### src/rtl/ysyx_22040729_core_sequencer.sv
// rtl/ysyx_22040729_core_sequencer.sv - multi-cycle core sequencer (fetch/decode/mem/writeback)
// Sequences a non-pipelined core: fetch handshake, decode, optional data access, single-cycle commit.
module ysyx_22040729_core_sequencer #(
  parameter int DATA_WIDTH = 64,
  parameter int TIMEOUT    = 255
) (
  input  logic                  clk,
  input  logic                  rst_n,
  output logic                  imem_req,
  input  logic                  imem_valid,
  output logic                  ir_we,
  input  logic                  dec_rf_we,
  input  logic                  dec_mem_wen,
  input  logic                  dec_load,
  input  logic                  dec_csr,
  input  logic                  dec_ecall,
  input  logic                  dec_mret,
  input  logic                  dec_ebreak,
  output logic                  dmem_req,
  output logic                  dmem_we,
  input  logic                  dmem_ack,
  output logic                  pc_we,
  output logic                  rf_we,
  output logic                  csr_commit,
  output logic                  trap_take,
  output logic                  trap_ret,
  output logic                  halted,
  output logic                  bus_err,
  output logic [2:0]            state,
  output logic [DATA_WIDTH-1:0] cycle_cnt,
  output logic [DATA_WIDTH-1:0] instret_cnt
);

  localparam logic [2:0] S_BOOT   = 3'd0;
  localparam logic [2:0] S_FETCH  = 3'd1;
  localparam logic [2:0] S_DECODE = 3'd2;
  localparam logic [2:0] S_MEM    = 3'd3;
  localparam logic [2:0] S_WB     = 3'd4;
  localparam logic [2:0] S_HALT   = 3'd5;
  localparam logic [2:0] S_ERROR  = 3'd6;

  localparam logic [7:0]            LP_TIMEOUT = 8'(TIMEOUT);
  localparam logic [DATA_WIDTH-1:0] LP_ONE     = DATA_WIDTH'(1);

  logic [2:0]            r_state;
  logic [2:0]            w_state_next;
  logic [7:0]            r_wait_cnt;
  logic                  w_wait_hit;
  logic [DATA_WIDTH-1:0] r_cycle_cnt;
  logic [DATA_WIDTH-1:0] r_instret_cnt;

  // This cycle would be the TIMEOUT-th cycle spent waiting; a handshake now still wins.
  assign w_wait_hit = (r_wait_cnt + 8'd1) == LP_TIMEOUT;

  always_ff @(posedge clk or negedge rst_n) begin
    if (!rst_n) begin
      r_state <= S_BOOT;
    end else begin
      r_state <= w_state_next;
    end
  end

  always_comb begin
    w_state_next = r_state;
    case (r_state)
      S_BOOT:   w_state_next = S_FETCH;
      S_FETCH: begin
        if (imem_valid) begin
          w_state_next = S_DECODE;
        end else if (w_wait_hit) begin
          w_state_next = S_ERROR;
        end
      end
      S_DECODE: begin
        if (dec_ebreak) begin
          w_state_next = S_HALT;
        end else if (dec_load || dec_mem_wen) begin
          w_state_next = S_MEM;
        end else begin
          w_state_next = S_WB;
        end
      end
      S_MEM: begin
        if (dmem_ack) begin
          w_state_next = S_WB;
        end else if (w_wait_hit) begin
          w_state_next = S_ERROR;
        end
      end
      S_WB:     w_state_next = S_FETCH;
      S_HALT:   w_state_next = S_HALT;
      S_ERROR:  w_state_next = S_ERROR;
      default:  w_state_next = S_ERROR;
    endcase
  end

  always_comb begin
    imem_req   = 1'b0;
    ir_we      = 1'b0;
    dmem_req   = 1'b0;
    dmem_we    = 1'b0;
    pc_we      = 1'b0;
    rf_we      = 1'b0;
    csr_commit = 1'b0;
    trap_take  = 1'b0;
    trap_ret   = 1'b0;
    halted     = 1'b0;
    bus_err    = 1'b0;
    case (r_state)
      S_FETCH: begin
        imem_req = 1'b1;
        ir_we    = imem_valid;
      end
      S_MEM: begin
        dmem_req = 1'b1;
        dmem_we  = dec_mem_wen;
      end
      S_WB: begin
        pc_we      = 1'b1;
        rf_we      = dec_rf_we & ~dec_mem_wen;
        csr_commit = dec_csr;
        trap_take  = dec_ecall;
        trap_ret   = dec_mret & ~dec_ecall;
      end
      S_HALT:  halted  = 1'b1;
      S_ERROR: bus_err = 1'b1;
      default: ;
    endcase
  end

  // Any state change restarts the wait count, so each FETCH/MEM visit starts from zero.
  always_ff @(posedge clk or negedge rst_n) begin
    if (!rst_n) begin
      r_wait_cnt <= 8'd0;
    end else if (w_state_next != r_state) begin
      r_wait_cnt <= 8'd0;
    end else if ((r_state == S_FETCH) || (r_state == S_MEM)) begin
      r_wait_cnt <= r_wait_cnt + 8'd1;
    end
  end

  always_ff @(posedge clk or negedge rst_n) begin
    if (!rst_n) begin
      r_cycle_cnt   <= '0;
      r_instret_cnt <= '0;
    end else begin
      r_cycle_cnt <= r_cycle_cnt + LP_ONE;
      if (r_state == S_WB) begin
        r_instret_cnt <= r_instret_cnt + LP_ONE;
      end
    end
  end

  assign state       = r_state;
  assign cycle_cnt   = r_cycle_cnt;
  assign instret_cnt = r_instret_cnt;

endmodule

### config.mk
export PLATFORM = sky130hd
export DESIGN_NAME = ysyx_22040729_core_sequencer
export DESIGN_NICKNAME = d
export VERILOG_FILES = /design/src/rtl/ysyx_22040729_core_sequencer.sv
export SDC_FILE = /design/constraint.sdc
export NUM_CORES = 1
export LEC_CHECK = 0
export BUFFER_PORTS_ARGS = -buffer_cell sky130_fd_sc_hd__buf_2
export CAP_MARGIN = 20
export CORE_AREA = 2 2 153 155
export CTS_BUF_LIST = sky130_fd_sc_hd__clkbuf_4 sky130_fd_sc_hd__clkbuf_8 sky130_fd_sc_hd__clkbuf_16
export DETAILED_ROUTE_END_ITERATION = 7
export DIE_AREA = 0 0 155 157
export GPL_ROUTABILITY_DRIVEN = 0
export PLACE_DENSITY = 0.55
export SLEW_MARGIN = 10
export SYNTH_ARGS = -nofsm -noshare
export SYNTH_HDL_FRONTEND = slang
export SYNTH_SLANG_ARGS = --single-unit
### constraint.sdc
create_clock -name clk -period 2.3 [get_ports clk]
set_input_delay 0 -clock clk [delete_from_list [all_inputs] [get_ports clk]]
set_output_delay 0 -clock clk [all_outputs]
set_load 0.02 [all_outputs]
======== After elaboration in Yosys (flattened, before gate mapping) ========
Index checks and enable logic that the tools add are counted.
operators by class
  bitwise operators ....................... 4
  multiplexer cells ....................... 19
  reductions and logical operators ........ 5
  equality and inequality tests ........... 8
  add/subtract/negate cells ............... 3
operators with widths
  kind                                                  number
  adder 64 x 1 -> 64 bit (second input constant)        2
  two-way mux 8 bit                                     2
  two-way mux 3 bit                                     5
  one-hot mux 3 bit (5 select lines)                    1
  two-way mux 1 bit                                     11
  equality test 3 bit (second input constant)           3
  adder 8 x 1 -> 8 bit (second input constant)          1
  equality test 8 bit (second input constant)           1
  equality test 3 x 2 -> 1 bit (second input constant)  2
  equality test 3 x 1 -> 1 bit (second input constant)  1
  zero test 3 bit                                       1
  != test 3 bit                                         1
  AND 1 bit                                             2
  logical OR 1 bit                                      2
  inverter 1 bit                                        2
  nonzero test 2 bit                                    1
  OR reduction 2 bit                                    1
word-level totals
  flip-flop bits (word level) ............. 139
  bits of input ports ..................... 11
  output and inout bits ................... 142

======== Depth between registers and ports, before layout ========
Gate-level depths: netlist (run 1).
  depth in word-level cells ............... 7
  depth in mapped cells ................... 7
  mapped depth without buffers ............ 6

======== Worst setup path before layout (run 1) ========
No wires, ideal clock.
  kind .................................... reg2reg
  start point ............................. register r_state[1], in the netlist state[1]
  end point ............................... register r_instret_cnt[45], in the netlist instret_cnt[45]
  slack ................................... -0.010 ns
  path buffers ............................ 1
  cell stages (with the launch flop) ...... 8
  data arrival time ....................... 2.230 ns
  cell sequence ........................... dfrtp_1 > or3b_2 > clkbuf_1 > inv_1 > and3_1 > nand4_1 > nor4_1 > xor2_1
on the way
  cells in the longest elaborated chain, start to end .. 1
RTL lines
  element                 RTL line  source
  from (decl)             45        logic [2:0] r_state;
  from (signal assigned)  59        r_state <= w_state_next;
  equality test 3 bit     148       if (r_state == S_WB) begin
  to (signal assigned)    149       r_instret_cnt <= r_instret_cnt + LP_ONE;
  to (decl)               50        logic [DATA_WIDTH-1:0] r_instret_cnt;
Every way passes these cells.
A chain may end at the register's enable or synchronous reset.

======== Final worst setup path (run 1) ========
  start point ............................. register r_cycle_cnt[29], in the netlist cycle_cnt[29]
  end point ............................... register r_cycle_cnt[51], in the netlist cycle_cnt[51]
on the way
  cells in the longest elaborated chain, start to end .. 1
RTL lines
  element                 RTL line  source
  from (decl)             49        logic [DATA_WIDTH-1:0] r_cycle_cnt;
  from (signal assigned)  147       r_cycle_cnt <= r_cycle_cnt + LP_ONE;
  adder 64 x 1 -> 64 bit  147
Every way passes these cells.

==> results of run 1 <==
-- cells in the final DEF, fill, tap and decap left out, types with 30 or more instances in the layout --
| cell type | Yosys | final |
|---|---|---|
| nand2_1 | 52 | 52 |
| dfrtp_1 | 139 | 139 |
| nor3_1 | 35 | 35 |
| xnor2_1 | 71 | 71 |
| nand4_1 | 36 | 36 |
| nand3_1 | 56 | 56 |
| buf_2 | 2 | 151 |
| xor2_1 | 61 | 61 |
| buf_4 | 1 | 30 |
| nor2_1 | 44 | 44 |
-- per-layer routing --
metal / share of wire (%) / up-vias / GRT usage (%)
met2: 46 / 140 / 22.3
met3: 5.4 / 21 / 3.50
met5: 0 / - / 0
met4: 2.2 / 0 / 5.25
li1: - / 2595 / -
met1: 46 / 2600 / 19.6
-- where the power goes --
group | internal (W) | switching [W]
Sequential | 0.00244 | 0
Clock | 0.00177 | 0.00114
Combinational | 0.0000153 | 0.0000554
-- cells by family after synthesis --
kind of cell / after synthesis / share of synthesized area [%]
compound gates: 21 / 2.14
flops: 139 / 52.1
mux: 1 / 0.150
fa+ha+maj: 4 / 0.750
buf+inv: 36 / 2.23
simple gates: 304 / 25.2
xor+xnor: 132 / 17.3
-- worst min path at each step --
stage / from / end / slack (ns) / cells after the start
after floorplan: rst_n / cycle_cnt[0] / -0.30 / 0
after global placement: rst_n / instret_cnt[54] / -0.09 / 1
after detailed placement: rst_n / instret_cnt[57] / -0.09 / 1
after CTS: dmem_ack / state[1] / 0.02 / 4
after global routing: rst_n / instret_cnt[57] / 0.05 / 2
final: rst_n / instret_cnt[56] / 0.04 / 2
-- worst reg2reg max path: stages, from the launching register on --
cell     delay (ns)
dfrtp_1        0.41
nand3_1        0.11
or4_1          0.57
or3_4          0.51
nor4b_1        0.34
xor2_1         0.17
-- stage by stage --
step	hold slack (ns)	total power (W)	area (um^2)
global placement	-0.0893	0.00256	7990
detailed placement	-0.0855	0.00256	7990
CTS	0.0169	0.00551	8620
floorplan	-0.296	0.00249	6670
global route	0.0529	0.00563	8630
finish	0.0363	0.00542	8630
-- cell type report --
class / count / area share, %
inverters: 24 / 1.04
clock inverters: 14 / 2.15
well taps: 285 / 4.13
multi-input cells: 462 / 35.4
clock buffers: 18 / 5.09
repair buffers: 184 / 11.8
flip-flops and latches: 139 / 40.3
-- registers in the layout (all words and copies together), names as in the netlist --
signal,count
state,3
r_wait_cnt,8
instret_cnt,64
cycle_cnt,64
-- timing repair --
action / CTS / global route
hold buffers: 1 / 0
setup endpoints to repair: 0 / 1
hold endpoints to repair: 139 / 0
gates resized for setup: 0 / 1
==> flow_summary.json, run 1 <==
{
  "hold_viol_final": 0,
  "grt_max_degree": 71,
  "synth_area_per_cell_um2": 10.5,
  "antenna_cells": 0,
  "drc": 0,
  "cp-startpoint": "cycle_cnt[29]",
  "worst_slack_ns": 0.119,
  "synth-main-ff-cell": "dfrtp_1",
  "ys_top_cells_by_area": "dfrtp_1 52%, xnor2_1 9.3%, xor2_1 8.0%",
  "core-area_um2": 22500,
  "dpl.hpwl_mm": 12.6,
  "synth_nets": 652,
  "path_class": "reg2reg",
  "finalMaxSlewViolations": 0,
  "antenna_found_initial": 0,
  "yosys-top-cells-count": "139 x dfrtp_1, 71 x xnor2_1, 61 x xor2_1, 56 x nand3_1, 52 x nand2_1",
  "crit_buf_inv": 0,
  "max_freq_mhz": 458,
  "ir_drop_v": 0.000442,
  "reg2reg_setup_slack_ns": 0.12,
  "layout-drive-gt1-share_pct": 27.3,
  "drt_iter0_markers": 238,
  "finalSetupViolCount": 0,
  "fin_setup_tns_ns": 0,
  "multi_input_area_um2": 3060,
  "synth_edf_count": 0,
  "io_pins": 153,
  "worstPathArrival_ns": 2.52,
  "cp_cell_sequence": "nand3_1, or4_1, or3_4, nor4b_1, xor2_1",
  "cts-root-buf": "clkbuf_16",
  "die_h_um": 157,
  "final_util_pct": 38.3,
  "vias_per_cell": 4.76,
  "grt_pass1_vias": 5272,
  "via_count": 5356,
  "postCtsSetupBuffers": 0,
  "worstSkewPairLatency_ns": 0.42,
  "hp-class": "in2async",
  "cts_max_path_buffers": 2,
  "powerDensity_nw_per_um2": 628,
  "synth_area_um2": 6670,
  "cp-start-kind": "flip-flop",
  "fillers": 2248,
  "ys_async_sr_fraction_pct": 100,
  "cp_slowest_cell": "or4_1",
  "crit_family": "simple AND/OR/NAND/NOR gates",
  "p_leak_nw": 4.34,
  "endpoint_kind": "flip-flop",
  "grt_first_pass_wirelength_mm": 27.7,
  "synth.largest_area_cell": "dfrtp_1",
  "synth.most_common_cell": "dfrtp_1",
  "grt_setup_unrepaired": "no",
  "wl_per_cell_um": 15.0,
  "numClockSinks": 139,
  "period_share_pct": 94.8,
  "numCtsBuffers": 17,
  "pre_cts_slack_ns": 0.155,
  "yosys.area.top_type_share_pct": 52.1,
  "overflow": 0,
  "finalClockSkew_ns": 0.0138,
  "ys_ff_latch": 139,
  "worst_pin_slew_ns": 0.518,
  "clkTransAtPathRegs_ns": 0.06,
  "portBuffers": 152,
  "outcome": "finished clean",
  "post-place-cells": 1093,
  "yosysWarnings": 0,
  "crit_path_max_incr_delay_ns": 0.57,
  "areaGrowthSynthToFinish_pct": 29.3,
  "syn_inst": 637,
  "wl_mm": 16.9,
  "period_needed_ns": 2.18,
  "ant_nets": 0,
  "dieWidth_um": 155,
  "reg2reg_from": "cycle_cnt[29]",
  "grt_usage_pct": 14.4,
  "rr_endpoint": "cycle_cnt[51]",
  "final_cells": 1126,
  "regArea_um2": 3480,
  "synth_cell_type_count": 49,
  "ys_seq_area_share_pct": 52.1,
  "rows": 55,
  "crit_cells": 5,
  "nets": 843,
  "die_area_um2": 24300,
  "reg2reg_depth": 5,
  "crit_path_end": "cycle_cnt[51]",
  "cts_tree": "done",
  "crit_required_ns": 2.63,
  "maxCapViolCount": 0,
  "relSlewSlack_pct": 65.2,
  "firstDrtPassIters": 4,
  "initial_core_util_pct": 29.6,
  "h-tree-depth": 4,
  "path_max_fanout": 13
}
No activity file was read; power rests on OpenSTA's default activity.
==> run 2, diff against run 1 <==
ABC_AREA = 1   (was not set)
CORE_AREA = 2 2 169 171   (was 2 2 153 155)
DIE_AREA = 0 0 171 173   (was 0 0 155 157)
PLACE_DENSITY = 0.54   (was 0.55)
==> flow_summary.json, run 2 <==
{
  "outcome": "finished clean",
  "grt_max_degree": 64,
  "worstPathArrival_ns": 2.42,
  "placed_area_um2": 9530,
  "final_cell_mix": "281 x nand2_1, 161 x nor2_1, 151 x buf_2, 139 x dfrtp_1, 128 x inv_1",
  "cts_tree": "done",
  "rows": 61,
  "final_util_pct": 36.7,
  "drt_iter0_markers": 343,
  "grtUsageMet2_pct": 30.0,
  "yosys.area.top_type_share_pct": 42.6,
  "met3_usage_pct": 3.36,
  "maxCapViolCount": 0,
  "grt_pass1_vias": 7531,
  "cpMostUsedCell": "nand2_1",
  "initial_core_util_pct": 29.6,
  "firstDrtPassIters": 5,
  "h-tree-depth": 4,
  "finalMaxSlewViolations": 0,
  "cp_cell_sequence": "ha_1, nand3_4, inv_2, nand2_4, nor2_4, nand2_1, nor2_2, nand3_1, nor2_1, nand2_1, xnor2_1",
  "numClockSinks": 139,
  "antenna_cells": 0,
  "hold_viol_final": 0,
  "portBuffers": 152,
  "endpoint_kind": "flip-flop",
  "grt-busiest-layer": "met2",
  "post-place-cells": 1616,
  "wl_per_cell_um": 15.8,
  "via_count": 7772,
  "worstSkewPairLatency_ns": 0.44,
  "antenna_found_initial": 0,
  "synth-main-ff-cell": "dfrtp_1",
  "yosysWarnings": 0,
  "dieWidth_um": 171,
  "numCtsBuffers": 17,
  "finalSetupViolCount": 0,
  "synth_area_per_cell_um2": 7.61,
  "cts_max_path_buffers": 2,
  "wl_mm": 26.1,
  "ys_async_sr_fraction_pct": 100,
  "use_met1_pct": 23.0,
  "final_cells": 1653,
  "fin_setup_tns_ns": 0,
  "fillers": 2978,
  "crit_family": "simple AND/OR/NAND/NOR gates",
  "p_leak_nw": 4.88,
  "crit_required_ns": 2.62,
  "powerDensity_nw_per_um2": 653,
  "fin_area_um2": 10200,
  "ys_seq_area_share_pct": 42.6,
  "final_common_cell": "nand2_1",
  "ant_nets": 0,
  "synth_nets": 1088,
  "hp-class": "in2reg",
  "overflow": 0,
  "yosys-top-cells-count": "281 x nand2_1, 162 x nor2_1, 139 x dfrtp_1, 128 x inv_1, 73 x xor2_1",
  "crit_buf_inv": 1,
  "grt_usage_pct": 17.8,
  "path_max_fanout": 6,
  "drc": 0,
  "cts-root-buf": "clkbuf_16",
  "synth_area_um2": 8170,
  "cp_slowest_cell": "dfrtp_1",
  "period_share_pct": 91.1,
  "synth.most_common_cell": "nand2_1",
  "synth_edf_count": 0,
  "layout-drive-gt1-share_pct": 18.5,
  "nets": 1277,
  "die_h_um": 173,
  "worst_pin_slew_ns": 0.657,
  "period_needed_ns": 2.09,
  "synth.largest_area_cell": "dfrtp_1",
  "relSlewSlack_pct": 56.1,
  "synth_cell_type_count": 37,
  "max_freq_mhz": 477,
  "ys_ff_latch": 139,
  "areaGrowthSynthToFinish_pct": 24.3,
  "clkTransAtPathRegs_ns": 0.07,
  "ir_drop_v": 0.000338,
  "ys_top_cells_by_area": "dfrtp_1 43%, nand2_1 13%, xor2_1 7.8%",
  "die_area_um2": 29600,
  "vias_per_cell": 4.70,
  "syn_inst": 1073,
  "finalClockSkew_ns": 0.0107,
  "io_pins": 153,
  "dpl.hpwl_mm": 20.6,
  "grt_first_pass_wirelength_mm": 41.0,
  "grt_setup_unrepaired": "no",
  "crit_path_max_incr_delay_ns": 0.41,
  "core-area_um2": 27600,
  "path_class": "reg2reg",
  "holdWs_ns": 0.0828,
  "cp-start-kind": "flip-flop"
}
==> run 2: cell types whose count changed after synthesis, moves of 9 or more <==
| cell | delta |
|---|---|
| xor2_1 | +12 |
| and3_1 | -12 |
| inv_1 | +104 |
| o21ai_0 | +16 |
| nor2_1 | +118 |
| and2_1 | -9 |
| nor3_1 | +17 |
| xnor2_1 | -30 |
| nand2_1 | +229 |
| and4_1 | -15 |
==> run 2: cell families (layout without fill, tap and decap cells) <==
kind of cell | Yosys count | count (layout) | share of synthesized area (%)
XOR/XNOR | 114 | 114 | 12.2
flip-flops | 139 | 139 | 42.6
AND/OR/NAND/NOR | 648 | 648 | 36.1
buffers and inverters | 137 | 339 | 6.39
adder cells (fa/ha/maj) | 4 | 4 | 0.613
AO/OA/AOI/OAI | 31 | 31 | 2.08
==> run 2: repair_timing <==
action / 4_1_cts / 5_1_grt
gates resized for setup: 0 / 2
endpoints found under the setup margin: 0 / 3
setup buffers: 0 / 0
endpoints found under the hold margin: 63 / 0
hold buffers: 5 / 0
==> run 2: through the flow <==
step / worst slack, ns / power (W)
2_1_floorplan: 0.345 / 0.00353
3_3_place_gp: 0.221 / 0.00392
3_5_place_dp: 0.225 / 0.00394
4_1_cts: 0.177 / 0.00671
5_1_grt: 0.0313 / 0.00700
6_report: 0.205 / 0.00663
==> run 2: worst paths after layout <==
kind / startpoint / slack [ns] / depth (start not counted) / end
worst min-delay path: dec_ebreak / 0.08 / 4 / state[1]
worst max register to register: cycle_cnt[0] / 0.21 / 11 / cycle_cnt[58]
min in group asynchronous: rst_n / 0.13 / 2 / instret_cnt[15]
worst min register to register: cycle_cnt[63] / 0.47 / 1 / cycle_cnt[63]
worst max-delay path: cycle_cnt[0] / 0.21 / 11 / cycle_cnt[58]
max in group asynchronous: rst_n / 1.37 / 3 / cycle_cnt[30]
==> run 2: layout make-up <==
class                      count  area [um^2]  share of cell area [%]
timing repair buffer         175          965                    9.50
clock inverter                14          125                    1.23
multi-input combinational    797         4180                    41.1
tap                          378          473                    4.66
inverter                     132          495                    4.88
sequential                   139         3480                    34.3
clock buffer                  18          439                    4.33
==> run 2: power by group <==
group | leakage [nW] | internal (W) | switching, W
registers | 1.91 | 0.00257 | 0.000155
clock network | 0.273 | 0.00145 | 0.00126
logic | 2.69 | 0.000398 | 0.000795
total | 4.88 | 0.00442 | 0.00221
==> run 2: layer usage <==
metal | vias to the layer above | wire [um]
met2 | 248 | 12700
met3 | 41 | 1420
met1 | 3680 | 11400
met4 | 0 | 564
met5 | - | 0
li1 | 3803 | -
==> run 2: tightest hold or removal path, delay by kind of cell <==
family,cells,cell delay (ns)
buffers and inverters,1,0.10
AND/OR/NAND/NOR,1,0.07
AO/OA/AOI/OAI,2,0.30
